File: config.mk
export PLATFORM = sky130hd
export DESIGN_NAME = regfile_2r1w
export DESIGN_NICKNAME = d
export VERILOG_FILES = /design/src/rtl/regfile_pkg.sv /design/src/rtl/regfile_read_port.sv /design/src/rtl/regfile_2r1w.sv
export SDC_FILE = /design/constraint.sdc
export NUM_CORES = 1
export LEC_CHECK = 0
export ABC_AREA = 1
export BUFFER_PORTS_ARGS = -buffer_cell sky130_fd_sc_hd__buf_2
export CORE_UTILIZATION = 61
export DETAILED_ROUTE_END_ITERATION = 10
export PLACE_DENSITY = 0.95
export SKIP_CTS_REPAIR_TIMING = 1
export SLEW_MARGIN = 20
export SYNTH_ARGS = -nofsm -noshare
export SYNTH_HDL_FRONTEND = slang
export SYNTH_SLANG_ARGS = --single-unit
File: constraint.sdc
create_clock -name clk -period 4.68 [get_ports clk]
set_input_delay 0.936 -clock clk [delete_from_list [all_inputs] [get_ports clk]]
set_output_delay 0.936 -clock clk [all_outputs]
set_load 0.01 [all_outputs]
File: src/rtl/regfile_pkg.sv
// Shared types and helpers for the 2-read/1-write register file.
package regfile_pkg;

  typedef enum logic {
    CLEAR = 1'b0,
    IDLE  = 1'b1
  } state_t;

  localparam int DEFAULT_BITS = 8;
  localparam int DEFAULT_BUS  = 2;

  function automatic int depth_of(input int bus);
    return 1 << bus;
  endfunction

  // Clear-pointer type for the default geometry; the top derives its own from Bus.
  typedef logic [DEFAULT_BUS-1:0] clr_ptr_t;

endpackage

File: src/rtl/regfile_read_port.sv
// One registered read port: write-first bypass, busy zeroing and output register.
// With REGFILE_ZERO_REG_EN defined, address 0 always reads as zero.
module regfile_read_port
  import regfile_pkg::*;
#(
  parameter int Bits = DEFAULT_BITS,
  parameter int Bus  = DEFAULT_BUS
) (
  input  logic            clk,
  input  logic            reset,
  input  logic            zero,
  input  logic            wr_en,
  input  logic [Bus-1:0]  wa,
  input  logic [Bits-1:0] wd,
  input  logic [Bus-1:0]  ra,
  input  logic [Bits-1:0] mem_data,
  output logic [Bits-1:0] rd
);

  logic hit;
  assign hit = wr_en && (wa == ra);

  always_ff @(posedge clk) begin
    if (reset || zero) begin
      rd <= '0;
`ifdef REGFILE_ZERO_REG_EN
    end else if (ra == '0) begin
      rd <= '0;
`endif
    end else if (hit) begin
      rd <= wd;
    end else begin
      rd <= mem_data;
    end
  end

endmodule

File: src/rtl/regfile_2r1w.sv
// Two-read/one-write register file with a one-entry-per-cycle clear sweep.
// Optional macro REGFILE_ZERO_REG_EN makes entry 0 a hardwired zero.
module regfile_2r1w
  import regfile_pkg::*;
#(
  parameter int Bits = DEFAULT_BITS,
  parameter int Bus  = DEFAULT_BUS
) (
  input  logic            clk,
  input  logic            reset,
  input  logic            WE,
  input  logic [Bus-1:0]  WA,
  input  logic [Bits-1:0] WD,
  input  logic [Bus-1:0]  RA1,
  input  logic [Bus-1:0]  RA2,
  input  logic            clear,
  output logic [Bits-1:0] RD1,
  output logic [Bits-1:0] RD2,
  output logic            busy
);

  localparam int DEPTH = depth_of(Bus);

  logic [Bits-1:0] mem [DEPTH];
  state_t          state;
  logic [Bus-1:0]  ptr;

  logic            wr_en;
  logic            sweep_en;
  logic            rd_zero;
  logic [Bits-1:0] mem_data1;
  logic [Bits-1:0] mem_data2;

`ifdef REGFILE_ZERO_REG_EN
  assign wr_en = !reset && (state == IDLE) && WE && (WA != '0);
`else
  assign wr_en = !reset && (state == IDLE) && WE;
`endif

  assign sweep_en = !reset && (state == CLEAR);
  // Reads return zero on every edge where busy is or becomes high.
  assign rd_zero  = (state == CLEAR) || clear;

  always_ff @(posedge clk) begin
    if (reset) begin
      state <= CLEAR;
      ptr   <= '0;
      busy  <= 1'b1;
    end else begin
      case (state)
        CLEAR: begin
          ptr <= ptr + 1'b1;
          if (&ptr) begin
            state <= IDLE;
            busy  <= 1'b0;
          end
        end
        IDLE: begin
          if (clear) begin
            state <= CLEAR;
            busy  <= 1'b1;
            ptr   <= '0;
          end
        end
        default: begin
          state <= CLEAR;
          ptr   <= '0;
          busy  <= 1'b1;
        end
      endcase
    end
  end

  // Storage has no reset so it can map onto inferred RAM.
  always_ff @(posedge clk) begin
    if (sweep_en) begin
      mem[ptr] <= '0;
    end else if (wr_en) begin
      mem[WA] <= WD;
    end
  end

  assign mem_data1 = mem[RA1];
  assign mem_data2 = mem[RA2];

  regfile_read_port #(.Bits(Bits), .Bus(Bus)) u_port1 (
    .clk      (clk),
    .reset    (reset),
    .zero     (rd_zero),
    .wr_en    (wr_en),
    .wa       (WA),
    .wd       (WD),
    .ra       (RA1),
    .mem_data (mem_data1),
    .rd       (RD1)
  );

  regfile_read_port #(.Bits(Bits), .Bus(Bus)) u_port2 (
    .clk      (clk),
    .reset    (reset),
    .zero     (rd_zero),
    .wr_en    (wr_en),
    .wa       (WA),
    .wd       (WD),
    .ra       (RA2),
    .mem_data (mem_data2),
    .rd       (RD2)
  );

endmodule

==> impl_metrics.env, run 1 <==
export IMPL_power_mw=0.9081
export IMPL_hold_viol_final=0
export IMPL_crit_top_cell="nand2_1"
export IMPL_post_route_util=0.7032
export IMPL_setup_worst_path_start="reset"
export IMPL_clock_latency_ps=310
export IMPL_routed_via_density=5.508
export IMPL_drive_gt1_frac=0.1486
export IMPL_met1Wirelength_mm=2.333
export IMPL_netlist_area_sq_um=2544
export IMPL_fin_setup_tns_ps=0
export IMPL_outcome="completed"
export IMPL_row_count=23
export IMPL_drv_cap=0
export IMPL_nNetsFinal=368
export IMPL_core_area_sq_um=4000
export IMPL_grt_pass1_wl_mm=9.508
export IMPL_avgSynthCellArea_sq_um=7.999
export IMPL_fp_dieH_um=66.58
export IMPL_maxSlewViolCount=0
export IMPL_route_met3_wl_um=441
export IMPL_fin_worst_skew_ps=13.86
export IMPL_grt_pass1_vias=2100
export IMPL_worst_hold_slack_ps=535.0
export IMPL_grt_max_degree=30
export IMPL_pin_count=35
export IMPL_r2r_slack_ps=2600
export IMPL_endpoint_kind="flip-flop"
export IMPL_crit_end="mem[0][2]$_DFFE_PP_"
export IMPL_slowest_stage="nor2_1"
export IMPL_first_pass_iters=5
export IMPL_place_inst=392
export IMPL_port_buffers=34
export IMPL_cts_made_buffers=5
export IMPL_routabilityCongestion=0.9716
export IMPL_crit_arrival_ps=2320
export IMPL_routed_wl_mm=5.798
export IMPL_path_depth=6
export IMPL_grt_usage=0.2961
export IMPL_clk_pin_slew_ps=80
export IMPL_antenna_cells=0
export IMPL_worstPathRequired_ps=4610
export IMPL_drtIter0Drc=159
export IMPL_cp_max_fo=8
export IMPL_r2r_end="mem[0][2]$_DFFE_PP_"
export IMPL_initial_core_util=0.6359
export IMPL_clockBufferDepth=2
export IMPL_layout_min_cycle_time_ps=2389
export IMPL_cts_root_buffer="clkbuf_8"
export IMPL_top_layer_used="met4"
export IMPL_dp_hpwl_mm=3.975
export IMPL_cts_sinks=52
export IMPL_synth_seq_cells=52
export IMPL_fin_cells=400
export IMPL_r2r_start="state$_SDFF_PP0_"
export IMPL_setup_viol=0
export IMPL_hold_class="reg -> reg"
export IMPL_synth_top_cell_area_share=0.3778
export IMPL_relSlewSlack=0.4043
export IMPL_irDropWorstVdd_mv=0.1736
export IMPL_start_kind="input port"
export IMPL_period_share=0.5104
export IMPL_worst_pin_slew_ps=890.3
export IMPL_synth_edf_count=32
export IMPL_post_dp_cell_area_sq_um=2724
export IMPL_htree_num_levels=2
export IMPL_detail_route_wl_per_cell_um=14.50
export IMPL_yosysUniqueCellTypes=20
export IMPL_synthTopCellsByCount="nand2_1 (66), inv_1 (49), nor2_1 (48)"
export IMPL_chipWidth_um=66.58
export IMPL_synth_cells=318
export IMPL_synth_area_leader_cell="edfxtp_1"
export IMPL_design_area_sq_um=2813
export IMPL_num_vias=2203
export IMPL_grt_antenna_before_repair=0
export IMPL_crit_family="simple AND/OR/NAND/NOR gates"
export IMPL_fin_ws_ps=2291
export IMPL_dieArea_sq_um=4432
export IMPL_syn_num_nets=337
export IMPL_cts_tree="done"
export IMPL_synthTopCellsByArea="edfxtp_1 (38%), dfxtp_1 (16%), nand2_1 (9.7%), inv_1 (7.2%), o21ai_0 (7.1%)"
export IMPL_powerDensity_nw_per_um2=322.9
export IMPL_ys_seq_area_frac=0.5352
export IMPL_place_ws_ps=1996
export IMPL_crit_buf_inv=2
export IMPL_slowest_delay_ps=700
export IMPL_p_leak_nw=1.381
export IMPL_synth_warnings=0
export IMPL_wl_met2_mm=2.846
export IMPL_crit_type="in -> reg"
export IMPL_worst_r2r_path_depth=6
export IMPL_synth_ff_type="edfxtp_1"
export IMPL_cp_cell_sequence="buf_2, inv_2, nand3_2, nand2_1, nand2_1, nor2_1"
export IMPL_syn2layout_area_growth_pct=10.58
export IMPL_async_flop_share=0
export IMPL_drcViolationCount=0
export IMPL_synth_most_common_cell="nand2_1"
export IMPL_fmax_mhz=418.6
export IMPL_rsz0062_at_grt="false"
export IMPL_overflow=0
export IMPL_postRouteAntennaNets=0
-- where the power goes --
group	total (mW)	switching (mW)	internal (mW)
logic	0.135	0.0953	0.0401
clock network	0.253	0.146	0.107
registers	0.520	0.0101	0.510
total	0.908	0.252	0.657
-- cells by family after synthesis --
kind of cell	after synthesis	synth area share
AO/OA/AOI/OAI	68	0.1348
adder cells (fa/ha/maj)	1	0.004918
buffers and inverters	62	0.09886
flip-flops	52	0.5352
AND/OR/NAND/NOR	135	0.2263
-- worst min-delay path by stage --
stage | start | slack [ps] | cells after the start | to
2_1_floorplan | ptr[0]$_SDFFE_PP0P_ | 470 | 1 | ptr[0]$_SDFFE_PP0P_
3_3_place_gp | ptr[0]$_SDFFE_PP0P_ | 520 | 1 | ptr[0]$_SDFFE_PP0P_
3_5_place_dp | ptr[0]$_SDFFE_PP0P_ | 520 | 1 | ptr[0]$_SDFFE_PP0P_
4_1_cts | ptr[0]$_SDFFE_PP0P_ | 530 | 1 | ptr[0]$_SDFFE_PP0P_
5_1_grt | ptr[0]$_SDFFE_PP0P_ | 590 | 1 | ptr[0]$_SDFFE_PP0P_
6_report | ptr[0]$_SDFFE_PP0P_ | 530 | 1 | ptr[0]$_SDFFE_PP0P_
-- state kept, by name, summed over array words and instances, names as in the netlist --
register,count
ptr,2
mem,32
u_port1.rd,8
state,1
u_port2.rd,8
busy,1
-- worst reg2reg max path, cell delays in order (launching register included) --
cell	delay [ps]
dfxtp_1	450
nand2_1	130
nor2_4	190
nand2_2	110
nand2_1	90
nand2_1	70
nor2_1	680
-- cells in the final DEF (no fill, tap or decap) --
master      instances
nand2_1            66
inv_1              49
nor2_1             48
o21ai_0            36
buf_2              34
edfxtp_1           32
a21oi_1            31
dfxtp_1            20
nand3_1             7
nand4_1             5
clkbuf_8            5
nand3_2             4
nand2_2             3
inv_2               1
nor2_4              1
nand2_4             1
clkinv_1            1
a22oi_1             1
ha_1                1
clkinv_4            1
clkinvlp_4          1
clkbuf_1            1
buf_4               1
-- routing by layer --
layer / track usage / vias to the layer above
li1: - / 1081
met3: 0.06164 / 18
met4: 0.1330 / 0
met1: 0.3575 / 998
met5: 0.02778 / -
met2: 0.5013 / 106
-- cell type report --
class                           instances  area [sq um]
Sequential cell                        52          1361
Fill cell                             308          1187
Multi-Input combinational cell        204         930.9
Inverter                               51         191.4
Timing Repair Buffer                   35         177.7
Clock buffer                            6         72.57
Tap cell                               50         62.56
Clock inverter                          2         16.27
No activity file was read; power rests on OpenSTA's default activity.
==> inputs of run 2 (changes only) <==
--- a/config.mk
+++ b/config.mk
@@ -7,9 +7,9 @@
 export LEC_CHECK = 0
 export ABC_AREA = 1
 export BUFFER_PORTS_ARGS = -buffer_cell sky130_fd_sc_hd__buf_2
-export CORE_UTILIZATION = 61
+export CORE_UTILIZATION = 57
 export DETAILED_ROUTE_END_ITERATION = 10
-export PLACE_DENSITY = 0.95
+export PLACE_DENSITY = 0.9
 export SKIP_CTS_REPAIR_TIMING = 1
 export SLEW_MARGIN = 20
 export SYNTH_ARGS = -nofsm -noshare
==> constraint.sdc (replaced) <==
create_clock -name clk -period 2.2 [get_ports clk]
set_input_delay 0.44 -clock clk [delete_from_list [all_inputs] [get_ports clk]]
set_output_delay 0.44 -clock clk [all_outputs]
set_load 0.01 [all_outputs]
==> impl_metrics.env, run 2 (same netlist as run 1, synthesis figures left out) <==
export IMPL_clockBufferDepth=2
export IMPL_worstPathRequired_ps=2240
export IMPL_endpoint_kind="flip-flop"
export IMPL_fin_setup_tns_ps=0
export IMPL_mostFrequentLayoutCell="nand2_1"
export IMPL_relSlewSlack=0.7007
export IMPL_cp_cell_sequence="nand2_1, nor2_4, nand2_2, nand2_1, nand2_1, nor2_1, buf_4"
export IMPL_grt_antenna_before_repair=0
export IMPL_hold_depth=3
export IMPL_drv_cap=0
export IMPL_clk_pin_slew_ps=90
export IMPL_routabilityCongestion=0.8160
export IMPL_initial_core_util=0.6138
export IMPL_slowest_stage="dfxtp_1"
export IMPL_r2r_slack_ps=430
export IMPL_irDropWorstVdd_mv=0.4281
export IMPL_largest_register="mem"
export IMPL_rsz0062_at_grt="false"
export IMPL_drtIter0Drc=194
export IMPL_drcViolationCount=0
export IMPL_grt_max_degree=18
export IMPL_dieArea_sq_um=4733
export IMPL_layout_min_cycle_time_ps=1765
export IMPL_maxSlewViolCount=0
export IMPL_overflow=0
export IMPL_crit_top_cell="nand2_1"
export IMPL_crit_type="reg -> reg"
export IMPL_port_buffers=34
export IMPL_grt_pass1_wl_mm=9.328
export IMPL_start_kind="flip-flop"
export IMPL_cts_tree="done"
export IMPL_clock_latency_ps=310
export IMPL_fin_cells=410
export IMPL_htree_num_levels=2
export IMPL_crit_arrival_ps=1800
export IMPL_hold_viol_final=0
export IMPL_cts_root_buffer="clkbuf_8"
export IMPL_routed_wl_mm=5.679
export IMPL_largest_reg_flops=32
export IMPL_hold_start="clear"
export IMPL_r2r_start="state$_SDFF_PP0_"
export IMPL_fin_ws_ps=434.8
export IMPL_p_leak_nw=1.430
export IMPL_top_regs="mem x32, u_port1.rd x8, u_port2.rd x8"
export IMPL_cp_max_fo=7
export IMPL_outcome="completed"
export IMPL_worst_r2r_path_depth=7
export IMPL_place_ws_ps=299.3
export IMPL_worst_hold_slack_ps=403.2
export IMPL_first_pass_iters=5
export IMPL_worst_pin_slew_ps=447.4
export IMPL_chipWidth_um=68.80
export IMPL_fmax_mhz=566.5
export IMPL_syn2layout_area_growth_pct=13.33
export IMPL_drive_gt1_frac=0.1694
export IMPL_place_inst=402
export IMPL_layout_common_cells="nand2_1 (66), inv_1 (49), nor2_1 (48)"
export IMPL_fp_dieH_um=68.80
export IMPL_cts_made_buffers=5
export IMPL_pin_count=35
export IMPL_nNetsFinal=378
export IMPL_core_area_sq_um=4144
export IMPL_r2r_end="mem[0][6]$_DFFE_PP_"
export IMPL_grt_usage=0.2774
export IMPL_hold_class="in -> reg"
export IMPL_slowest_delay_ps=440
export IMPL_row_count=23
export IMPL_setup_viol=0
export IMPL_postRouteAntennaNets=0
export IMPL_dp_hpwl_mm=4.013
export IMPL_min_delay_worst_endpoint="busy$_SDFFE_PP1P_"
export IMPL_antenna_cells=0
export IMPL_num_vias=2213
export IMPL_routed_via_density=5.398
export IMPL_period_share=0.8024
export IMPL_detail_route_wl_per_cell_um=13.85
export IMPL_grt_pass1_vias=2039
export IMPL_powerDensity_nw_per_um2=673.2
export IMPL_fin_worst_skew_ps=9.143
export IMPL_cts_sinks=52
## run 2: final cells by class
cell class	instances	area (sq um)
clock buffer	6	72.57
clock inverter	2	11.26
fill	320	1261
inverter	51	191.4
multi-input combinational	204	930.9
sequential	52	1361
tap	50	62.56
timing repair buffer	45	252.7
## run 2: worst max-delay path by stage
| stage | to | cells after the start | from | slack [ps] |
|---|---|---|---|---|
| CTS | mem[0][6]$_DFFE_PP_ | 7 | state$_SDFF_PP0_ | 450 |
| finish | mem[0][6]$_DFFE_PP_ | 7 | state$_SDFF_PP0_ | 430 |
| global route | u_port1.rd[2]$_SDFF_PP0_ | 8 | state$_SDFF_PP0_ | 300 |
| detailed placement | mem[2][1]$_DFFE_PP_ | 7 | reset | 300 |
| floorplan | mem[1][0]$_DFFE_PP_ | 6 | WE | 550 |
| global placement | mem[2][1]$_DFFE_PP_ | 7 | reset | 380 |
## run 2: critical path, delay by kind of cell (launching register included)
family / cells / cell delay (ps)
buffers and inverters: 1 / 200
flip-flops: 1 / 440
AND/OR/NAND/NOR: 6 / 850
## run 2: metrics by stage
stage	area [sq um]	util	total power [mW]
2_1_floorplan	2544	-	1.333
3_3_place_gp	2799	0.6754	1.414
3_5_place_dp	2799	0.6754	1.426
4_1_cts	2883	0.6957	1.948
5_1_grt	2883	0.6957	2.026
6_report	2883	0.6957	1.941
## run 2: layer usage
layer	GRT usage	wire [um]	part of all wire
met1	0.3481	2349	0.41
met2	0.4485	2669	0.47
met3	0.06908	529	0.093
met4	0.1301	130	0.023
met5	0	0	0
## run 2: power by group
part,switching [mW],internal [mW]
clock,0.308,0.221
sequential,0.0220,1.08
combinational,0.202,0.104
==> inputs of run 3 (changes only) <==
--- a/config.mk
+++ b/config.mk
@@ -5,11 +5,11 @@
 export SDC_FILE = /design/constraint.sdc
 export NUM_CORES = 1
 export LEC_CHECK = 0
-export ABC_AREA = 1
+export ABC_AREA = 0
 export BUFFER_PORTS_ARGS = -buffer_cell sky130_fd_sc_hd__buf_2
-export CORE_UTILIZATION = 57
+export CORE_UTILIZATION = 56
 export DETAILED_ROUTE_END_ITERATION = 10
-export PLACE_DENSITY = 0.9
+export PLACE_DENSITY = 0.89
 export SKIP_CTS_REPAIR_TIMING = 1
 export SLEW_MARGIN = 20
 export SYNTH_ARGS = -nofsm -noshare
==> constraint.sdc (replaced) <==
create_clock -name clk -period 1.7 [get_ports clk]
set_input_delay 0.34 -clock clk [delete_from_list [all_inputs] [get_ports clk]]
set_output_delay 0.34 -clock clk [all_outputs]
set_load 0.01 [all_outputs]
==> impl_metrics.env, run 3 <==
export IMPL_async_flop_share=0
export IMPL_place_inst=268
export IMPL_worstPathRequired_ps=1710
export IMPL_routabilityCongestion=0.8742
export IMPL_r2r_start="state$_SDFF_PP0_"
export IMPL_num_vias=1601
export IMPL_setup_viol=0
export IMPL_synth_most_common_cell="edfxtp_1"
export IMPL_start_kind="flip-flop"
export IMPL_post_dp_cell_area_sq_um=2824
export IMPL_maxSlewViolCount=0
export IMPL_p_leak_nw=1.131
export IMPL_clockBufferDepth=2
export IMPL_clock_latency_ps=290
export IMPL_pin_count=35
export IMPL_endpoint_kind="flip-flop"
export IMPL_routed_via_density=5.801
export IMPL_largest_reg_flops=32
export IMPL_n_fill_cell=293
export IMPL_yosysUniqueCellTypes=32
export IMPL_mostFrequentLayoutCell="buf_2"
export IMPL_cts_tree="done"
export IMPL_cts_sinks=52
export IMPL_multiInputGateArea_sq_um=1016
export IMPL_antenna_cells=0
export IMPL_rsz0062_at_grt="false"
export IMPL_synthTopCellsByCount="edfxtp_1 (32), nand2_1 (27), dfxtp_1 (20)"
export IMPL_synth_ff_type="edfxtp_1"
export IMPL_synth_warnings=0
export IMPL_worst_pin_slew_ps=336.8
export IMPL_worst_hold_slack_ps=390.1
export IMPL_port_buffers=34
export IMPL_fin_cells=276
export IMPL_slowest_delay_ps=330
export IMPL_hold_class="in -> reg"
export IMPL_crit_family="flip-flops"
export IMPL_regArea_sq_um=1363
export IMPL_ys_seq_area_frac=0.5597
export IMPL_layout_common_cells="buf_2 (34), edfxtp_1 (32), nand2_1 (27)"
export IMPL_drv_cap=0
export IMPL_synth_edf_count=32
export IMPL_routed_wl_mm=4.897
export IMPL_power_mw=2.449
export IMPL_fin_setup_tns_ps=0
export IMPL_drcViolationCount=0
export IMPL_slowest_stage="dfxtp_2"
export IMPL_htree_num_levels=2
export IMPL_core_area_sq_um=4086
export IMPL_syn_num_nets=194
export IMPL_relSlewSlack=0.7752
export IMPL_grt_usage=0.2487
export IMPL_hold_start="reset"
export IMPL_powerDensity_nw_per_um2=843.0
export IMPL_r2r_slack_ps=110
export IMPL_syn2layout_area_growth_pct=19.44
export IMPL_layout_min_cycle_time_ps=1589
export IMPL_grt_pass1_vias=1606
export IMPL_avgSynthCellArea_sq_um=13.90
export IMPL_fmax_mhz=629.2
export IMPL_irDropWorstVdd_mv=0.4410
export IMPL_clk_pin_slew_ps=90
export IMPL_crit_buf_inv=2
export IMPL_crit_type="reg -> reg"
export IMPL_detail_route_wl_per_cell_um=17.74
export IMPL_synthTopCellsByArea="edfxtp_1 (40%), dfxtp_1 (16%), mux4_2 (15%), mux2i_1 (7.0%), nand2_1 (4.2%)"
export IMPL_initial_core_util=0.5952
export IMPL_row_count=23
export IMPL_cp_cell_sequence="and3b_2, mux2i_4, inv_2, a211oi_4, buf_12"
export IMPL_design_area_sq_um=2905
export IMPL_fp_dieH_um=67.91
export IMPL_r2r_end="mem[2][1]$_DFFE_PP_"
export IMPL_grt_pass1_wl_mm=7.907
export IMPL_chipWidth_um=67.91
export IMPL_largest_register="mem"
export IMPL_hold_depth=3
export IMPL_first_pass_iters=4
export IMPL_min_delay_worst_endpoint="ptr[0]$_SDFFE_PP0P_"
export IMPL_setup_worst_path_start="state$_SDFF_PP0_"
export IMPL_synth_cells=175
export IMPL_top_regs="mem x32, u_port1.rd x8, u_port2.rd x8"
export IMPL_period_share=0.9349
export IMPL_overflow=0
export IMPL_grt_max_degree=25
export IMPL_cts_made_buffers=5
export IMPL_hold_viol_final=0
export IMPL_dieArea_sq_um=4611
export IMPL_dp_hpwl_mm=3.584
export IMPL_synth_area_leader_cell="edfxtp_1"
export IMPL_outcome="completed"
export IMPL_synth_seq_cells=52
export IMPL_cp_max_fo=8
export IMPL_cts_root_buffer="clkbuf_8"
export IMPL_postRouteAntennaNets=0
export IMPL_drtIter0Drc=76
export IMPL_nNetsFinal=244
export IMPL_fin_worst_skew_ps=10.57
export IMPL_crit_arrival_ps=1600
export IMPL_drive_gt1_frac=0.3761
export IMPL_grt_antenna_before_repair=0
export IMPL_worst_r2r_path_depth=5
export IMPL_synth_top_cell_area_share=0.3951
export IMPL_netlist_area_sq_um=2432
==> run 3: per-layer routing <==
metal / vias up / share of wire / GRT usage
met5: - / 0 / 0
met4: 0 / 0.025 / 0.1120
met3: 11 / 0.063 / 0.05667
met1: 786 / 0.39 / 0.3070
li1: 744 / - / -
met2: 60 / 0.52 / 0.4171
==> run 3: final cells by class <==
class                           count  area share
Timing Repair Buffer               53      0.1292
Sequential cell                    52      0.4690
Multi-Input combinational cell    111      0.3497
Tap cell                           50     0.02153
Clock buffer                        7     0.02627
Clock inverter                      1    0.001723
Inverter                            2    0.002584
==> run 3: kinds of logic (layout without fill, tap and decap cells) <==
| group | Yosys count | after routing | synth area share |
|---|---|---|---|
| fa+ha+maj | 1 | 1 | 0.005143 |
| simple gates | 60 | 60 | 0.1307 |
| mux | 33 | 33 | 0.2181 |
| flops | 52 | 52 | 0.5597 |
| xor+xnor | 4 | 4 | 0.01440 |
| buf+inv | 12 | 63 | 0.03446 |
| compound gates | 13 | 13 | 0.03755 |
==> run 3: how the worst max path moves through the flow <==
stage                     cells past startpoint                  endpoint
after CTS                                     5       mem[2][5]$_DFFE_PP_
final                                         5       mem[2][1]$_DFFE_PP_
after detailed placement                      6       mem[2][0]$_DFFE_PP_
after global placement                        6       mem[2][0]$_DFFE_PP_
after global routing                          6  u_port2.rd[4]$_SDFF_PP0_
after floorplan                               5       mem[2][0]$_DFFE_PP_
==> run 3: where the power goes <==
part / switching (mW) / total [mW] / leakage, nW / internal (mW)
logic: 0.168 / 0.361 / 0.639 / 0.194
clock network: 0.372 / 0.662 / 0.0422 / 0.290
registers: 0.0351 / 1.43 / 0.449 / 1.39
==> run 3: worst register-to-register path, cell delays in order, from the launching register on <==
cell and delay [ps]:
dfxtp_2 330, and3b_2 220, mux2i_4 240, inv_2 80, a211oi_4 260, buf_12 160
==> run 3: metrics by stage <==
stage | setup slack, ps | util
after global routing | 60.19 | 0.7110
after detailed placement | -50.92 | 0.6911
after CTS | 114.3 | 0.7110
after global placement | -9.889 | 0.6911
final | 110.7 | 0.7110
after floorplan | -62.02 | -
